File: src/rtl/spi_pkg.sv
// Shared SPI master definitions: FSM state encoding, SPI mode
// constants as {CKP,CPH} and default frame geometry.
package spi_pkg;

    localparam int DEFAULT_WIDTH   = 16;
    localparam int DEFAULT_CLK_DIV = 2;

    localparam logic [1:0] MODE0 = 2'b00;
    localparam logic [1:0] MODE1 = 2'b01;
    localparam logic [1:0] MODE2 = 2'b10;
    localparam logic [1:0] MODE3 = 2'b11;

    typedef enum logic [2:0] {
        IDLE     = 3'd0,
        SETUP    = 3'd1,
        TRANSFER = 3'd2,
        HOLD     = 3'd3,
        FINISH   = 3'd4
    } spi_state_t;

    function automatic logic in_frame(input spi_state_t s);
        return (s == SETUP) || (s == TRANSFER) || (s == HOLD);
    endfunction

endpackage

File: src/rtl/spi_clkgen.sv
// SCK half-period timer: tick every CLK_DIV cycles while enabled,
// lead/trail strobes and SCK level while toggling is allowed.
module spi_clkgen
#(
    parameter int CLK_DIV = 2
) (
    input  logic clk,
    input  logic rst_n,
    input  logic en,
    input  logic toggle_en,
    input  logic ckp,
    output logic tick,
    output logic lead,
    output logic trail,
    output logic sck
);

    localparam int CW = $clog2(CLK_DIV + 1);
    localparam logic [CW-1:0] LAST = CW'(CLK_DIV - 1);

    logic [CW-1:0] cnt_q;
    logic          phase_q;

    assign tick  = en && (cnt_q == LAST);
    assign lead  = tick && toggle_en && !phase_q;
    assign trail = tick && toggle_en && phase_q;
    assign sck   = ckp ^ phase_q;

    // Half-period counter and SCK phase; both park at zero when idle.
    always_ff @(posedge clk) begin
        if (!rst_n) begin
            cnt_q   <= '0;
            phase_q <= 1'b0;
        end else if (!en) begin
            cnt_q   <= '0;
            phase_q <= 1'b0;
        end else begin
            if (tick) begin
                cnt_q <= '0;
            end else begin
                cnt_q <= cnt_q + CW'(1);
            end
            if (tick && toggle_en) begin
                phase_q <= ~phase_q;
            end
        end
    end

endmodule

File: src/rtl/spi_tx.sv
// SPI master, one WIDTH-bit frame per START, all four SPI modes.
// Define SPI_TX_BURST_EN to chain frames without releasing SS.
module spi_tx
    import spi_pkg::*;
#(
    parameter int WIDTH   = DEFAULT_WIDTH,
    parameter int CLK_DIV = DEFAULT_CLK_DIV
) (
    input  logic             CLK,
    input  logic             RESET,
    input  logic             CKP,
    input  logic             CPH,
    input  logic             START,
    input  logic [WIDTH-1:0] DATA_IN,
    input  logic             MISO,
    output logic             SCK,
    output logic             SS,
    output logic             MOSI,
    output logic [WIDTH-1:0] DATA_OUT,
    output logic             BUSY,
    output logic             DONE
);

    localparam int BW = $clog2(WIDTH + 1);
    localparam logic [BW-1:0] LAST_BIT = BW'(WIDTH - 1);

    spi_state_t state_q;
    spi_state_t state_d;

    logic             ckp_q;
    logic             cph_q;
    logic [WIDTH-1:0] tx_q;
    logic [WIDTH-1:0] rx_q;
    logic [WIDTH-1:0] data_out_q;
    logic [BW-1:0]    bit_q;
    logic             done_q;

    logic tick;
    logic lead;
    logic trail;
    logic sck_gen;
    logic frame_on;
    logic accept;
    logic last_bit;
    logic burst_go;

    assign frame_on = in_frame(state_q);
    assign accept   = START && (state_q == IDLE || state_q == FINISH);
    assign last_bit = (bit_q == LAST_BIT);

`ifdef SPI_TX_BURST_EN
    assign burst_go = (state_q == HOLD) && tick && START;
`else
    assign burst_go = 1'b0;
`endif

    spi_clkgen #(
        .CLK_DIV (CLK_DIV)
    ) u_clkgen (
        .clk       (CLK),
        .rst_n     (RESET),
        .en        (frame_on),
        .toggle_en (state_q == TRANSFER),
        .ckp       (ckp_q),
        .tick      (tick),
        .lead      (lead),
        .trail     (trail),
        .sck       (sck_gen)
    );

    assign SCK      = (state_q == IDLE) ? CKP : sck_gen;
    assign SS       = ~frame_on;
    assign MOSI     = frame_on & tx_q[WIDTH-1];
    assign BUSY     = frame_on;
    assign DONE     = done_q;
    assign DATA_OUT = data_out_q;

    // State register.
    always_ff @(posedge CLK) begin
        if (!RESET) begin
            state_q <= IDLE;
        end else begin
            state_q <= state_d;
        end
    end

    // Next-state logic.
    always_comb begin
        state_d = state_q;
        unique case (state_q)
            IDLE:     if (START) state_d = SETUP;
            SETUP:    if (tick) state_d = TRANSFER;
            TRANSFER: if (trail && last_bit) state_d = HOLD;
            HOLD: begin
                if (burst_go) begin
                    state_d = TRANSFER;
                end else if (tick) begin
                    state_d = FINISH;
                end
            end
            FINISH:   state_d = START ? SETUP : IDLE;
            default:  state_d = IDLE;
        endcase
    end

    // Frame latch, shift registers, bit counter and completion strobe.
    always_ff @(posedge CLK) begin
        if (!RESET) begin
            ckp_q      <= 1'b0;
            cph_q      <= 1'b0;
            tx_q       <= '0;
            rx_q       <= '0;
            data_out_q <= '0;
            bit_q      <= '0;
            done_q     <= 1'b0;
        end else begin
            done_q <= 1'b0;
            if (accept) begin
                tx_q  <= DATA_IN;
                ckp_q <= CKP;
                cph_q <= CPH;
                bit_q <= '0;
            end else if (burst_go) begin
                tx_q       <= DATA_IN;
                bit_q      <= '0;
                done_q     <= 1'b1;
                data_out_q <= rx_q;
            end else if (state_q == HOLD && tick) begin
                done_q     <= 1'b1;
                data_out_q <= rx_q;
            end else begin
                if (lead) begin
                    if (!cph_q) begin
                        rx_q <= {rx_q[WIDTH-2:0], MISO};
                    end else if (bit_q != '0) begin
                        tx_q <= {tx_q[WIDTH-2:0], 1'b0};
                    end
                end
                if (trail) begin
                    if (cph_q) begin
                        rx_q <= {rx_q[WIDTH-2:0], MISO};
                    end else if (!last_bit) begin
                        tx_q <= {tx_q[WIDTH-2:0], 1'b0};
                    end
                    bit_q <= bit_q + BW'(1);
                end
            end
        end
    end

endmodule

File: config.mk
export PLATFORM = sky130hd
export DESIGN_NAME = spi_tx
export DESIGN_NICKNAME = d
export VERILOG_FILES = /design/src/rtl/spi_pkg.sv /design/src/rtl/spi_clkgen.sv /design/src/rtl/spi_tx.sv
export SDC_FILE = /design/constraint.sdc
export NUM_CORES = 1
export LEC_CHECK = 0
export BUFFER_PORTS_ARGS = -buffer_cell sky130_fd_sc_hd__buf_2
export CORE_MARGIN = 2
export CORE_UTILIZATION = 47
export DETAILED_ROUTE_END_ITERATION = 10
export PLACE_DENSITY = 0.77
export SYNTH_ARGS = -nofsm -noshare
export SYNTH_HDL_FRONTEND = slang
export SYNTH_SLANG_ARGS = --single-unit
File: constraint.sdc
create_clock -name CLK -period 2.5 [get_ports CLK]
set_input_delay 0.5 -clock CLK [delete_from_list [all_inputs] [get_ports CLK]]
set_output_delay 0.5 -clock CLK [all_outputs]
set_load 0.1 [all_outputs]
==> metrics <==
result of the run=finished, final reports clean; final worst-path cycle share=87.5%; first-pass GRT wire length=9290 um; number of flops mapped to enable cells by yosys=0; residual DRC count=0; largest clock skew in the final design=0.00854 ns; Synth top area share=45.8%; Main synth FF type=sky130_fd_sc_hd__dfxtp_1; initial drt markers=126; Post-Synthesis Cells=298; Hold Fails Final Rpt=0; effective utilization at floorplan=49.0%; Req. time, crit path=2.00 ns; initial antenna violation count=0; clock-pin slew on the worst setup and hold paths=0.07 ns; arrival time worst endpoint=1.69 ns; worst vdd ir=0.359 mV; maximum clock frequency=0.457 GHz; worst-margin pin slew=0.642 ns; CTS Buf Count=9; sequential fraction of the synthesis area=45.8%; shortest period the worst path allows=2.19 ns; async set-reset flop share out of synthesis=0%; wire length after detailed routing=5410 um; leading cell type in the layout, fill and taps excluded=sky130_fd_sc_hd__dfxtp_1; CTS tree=done; flip-flop and latch area=1240 sq um; weighted congestion at the end of routability-driven global placement=0.753; number of synthesized register bits=62; final setup violating endpoints=0; remaining number of nets flagged by the antenna check after routing=0; startpoint-to-endpoint class of the critical path=reg2out; drt pass-1 iters=5; vias per inst=5.35; kind of end point of the critical path=primary output; remaining max-slew budget at the tightest pin=57.0%; setup repair after global routing missed its margin=false; total routing usage reported by global routing=18.6%; Diodes inserted=0; number of filler instances in the final layout=509; classification of the worst-slack hold path=in2reg; wire length per cell after detailed routing=13.2 um; reported max-cap violation count=0; total number of nets in the final design=358; biggest area consumer among synthesized cells=sky130_fd_sc_hd__dfxtp_1; Core Region=5540 sq um; insertion delay to the later sink of the worst-skew pair=0.34 ns; vias after detailed routing=2,189; Port-buffer cells=42; Total Power=2.20 mW; netlist area before placement=2710 sq um; startpoint type of the worst setup path=flip-flop; IO Count=43; remaining global-route overflow=0; maximum root-to-sink buffer count=2; Syn Area/Cell=9.10 sq um; clk sinks=62; number of synthesis warnings=0; pin count of the biggest net entering global routing=31; final slew viol count=0; deepest level of the CTS H-tree=3; layout overhead on the synthesized area=15.8%; most frequent cells in the layout=sky130_fd_sc_hd__dfxtp_1 (62), sky130_fd_sc_hd__nand2_1 (43), sky130_fd_sc_hd__buf_2 (42), sky130_fd_sc_hd__a21boi_0 (18), sky130_fd_sc_hd__mux2i_1 (17); area occupied by multi-input gates=1320 sq um; number of setup buffers added after CTS=0; number of buffers inserted for hold repair after clock tree synthesis=0; die outline height=80.0 um; Final TNS setup=0 ns; number of nets in the synthesized netlist=324; Clock Root Buffer=sky130_fd_sc_hd__clkbuf_8; cells taking the most area after synthesis=sky130_fd_sc_hd__dfxtp_1 (46%), sky130_fd_sc_hd__mux2i_1 (6.3%), sky130_fd_sc_hd__nand2_1 (6.0%), sky130_fd_sc_hd__a21boi_0 (5.0%), sky130_fd_sc_hd__nor2b_1 (3.7%); vias in the first global route=2,090; horizontal die dimension=80.0 um; critical path fanouts, max=11; std cell rows=27; number of resized instances in the post-cts repair step=0; LEAKAGE=1.30 nW; Detail Placement HPWL=3530 um; Die Area=6400 sq um; post-synth cell types=43; layout cells sized above 1=20.8%; power density over the cells=702 nW/um^2
routing by layer:
| metal | share of wire [%] | global-route usage, % | vias to the layer above |
|---|---|---|---|
| met5 | 0 | 0 | - |
| met4 | 1.8 | 7.63 | 0 |
| met1 | 47 | 24.4 | 1018 |
| met3 | 5.1 | 6.67 | 8 |
| li1 | - | - | 1112 |
| met2 | 46 | 27.8 | 51 |
critical path: stages (launching register included):
cell	delay [ns]
sky130_fd_sc_hd__dfxtp_1	0.54
sky130_fd_sc_hd__nor2_1	0.12
sky130_fd_sc_hd__nor2_4	0.14
sky130_fd_sc_hd__and2_1	0.13
sky130_fd_sc_hd__buf_2	0.42
Yosys cell counts (2+ instances only):
master	count
sky130_fd_sc_hd__xor2_1	3
sky130_fd_sc_hd__o21ai_0	17
sky130_fd_sc_hd__nand2_1	43
sky130_fd_sc_hd__buf_2	10
sky130_fd_sc_hd__buf_6	4
sky130_fd_sc_hd__a31oi_1	12
sky130_fd_sc_hd__dfxtp_1	62
sky130_fd_sc_hd__nor3_1	3
sky130_fd_sc_hd__a21oi_1	16
sky130_fd_sc_hd__nand3_1	6
sky130_fd_sc_hd__and3_1	5
sky130_fd_sc_hd__xnor2_1	3
sky130_fd_sc_hd__nand4_1	2
sky130_fd_sc_hd__o21ai_1	10
sky130_fd_sc_hd__nor2_1	7
sky130_fd_sc_hd__mux2i_1	17
sky130_fd_sc_hd__nor2b_1	16
sky130_fd_sc_hd__o211ai_1	2
sky130_fd_sc_hd__buf_4	2
sky130_fd_sc_hd__a21boi_1	2
sky130_fd_sc_hd__ha_1	4
sky130_fd_sc_hd__nand2b_1	2
sky130_fd_sc_hd__a21boi_0	18
sky130_fd_sc_hd__clkbuf_1	8
sky130_fd_sc_hd__a311oi_1	2
sky130_fd_sc_hd__inv_1	5
flip-flops by register name (all words and copies together), names as in the netlist:
register / count
ckp_q: 1
state_q: 3
u_clkgen.cnt_q: 2
DATA_OUT: 16
rx_q: 16
tx_q: 16
bit_q: 5
DONE: 1
cph_q: 1
u_clkgen.phase_q: 1
worst paths after layout:
check                                                   from                           end  slack, ns  depth (start not counted)
worst max register to register         bit_q[0]$_SDFFE_PP0P_          tx_q[4]$_SDFFE_PN0N_       0.52                          7
worst min-delay path                                     CPH            cph_q$_SDFFE_PN0P_       0.40                          3
worst min register to register  u_clkgen.cnt_q[0]$_SDFF_PP0_  u_clkgen.cnt_q[0]$_SDFF_PP0_       0.44                          1
worst max-delay path                 state_q[1]$_SDFFE_PN0P_                          MOSI       0.31                          4
cells by family after synthesis:
logic type / Yosys count / share of synthesized area (%)
fa+ha+maj: 4 / 1.85
mux: 17 / 6.27
flops: 62 / 45.8
simple gates: 95 / 18.7
compound gates: 85 / 19.6
buf+inv: 29 / 5.86
xor+xnor: 6 / 1.94
final cells by class:
cell class / instances / share of cell area, %
inverter: 5 / 0.598
clock buffer: 10 / 4.38
multi-input combinational: 207 / 42.0
timing repair buffer: 47 / 7.89
sequential: 62 / 39.5
clock inverter: 6 / 2.71
tap: 72 / 2.87
where the power goes:
group	internal, mW	switching, mW	total (mW)
registers	1.02	0.0204	1.04
clock network	0.584	0.393	0.978
logic	0.0645	0.125	0.190
total	1.67	0.539	2.20
per-stage QoR:
step / instance area [sq um] / instances / hold slack, ns / util [%] / setup WS, ns
after detailed placement: 2920 / 393 / 0.431 / 52.7 / 0.548
after floorplan: 2720 / 298 / 0.404 / - / 0.0880
after global routing: 3140 / 409 / 0.420 / 56.7 / 0.211
after CTS: 3140 / 409 / 0.393 / 56.7 / 0.303
after global placement: 2920 / 393 / 0.414 / 52.7 / 0.606
final: 3140 / 409 / 0.398 / 56.7 / 0.313
Note: power is estimated with default switching activity, not from simulation.
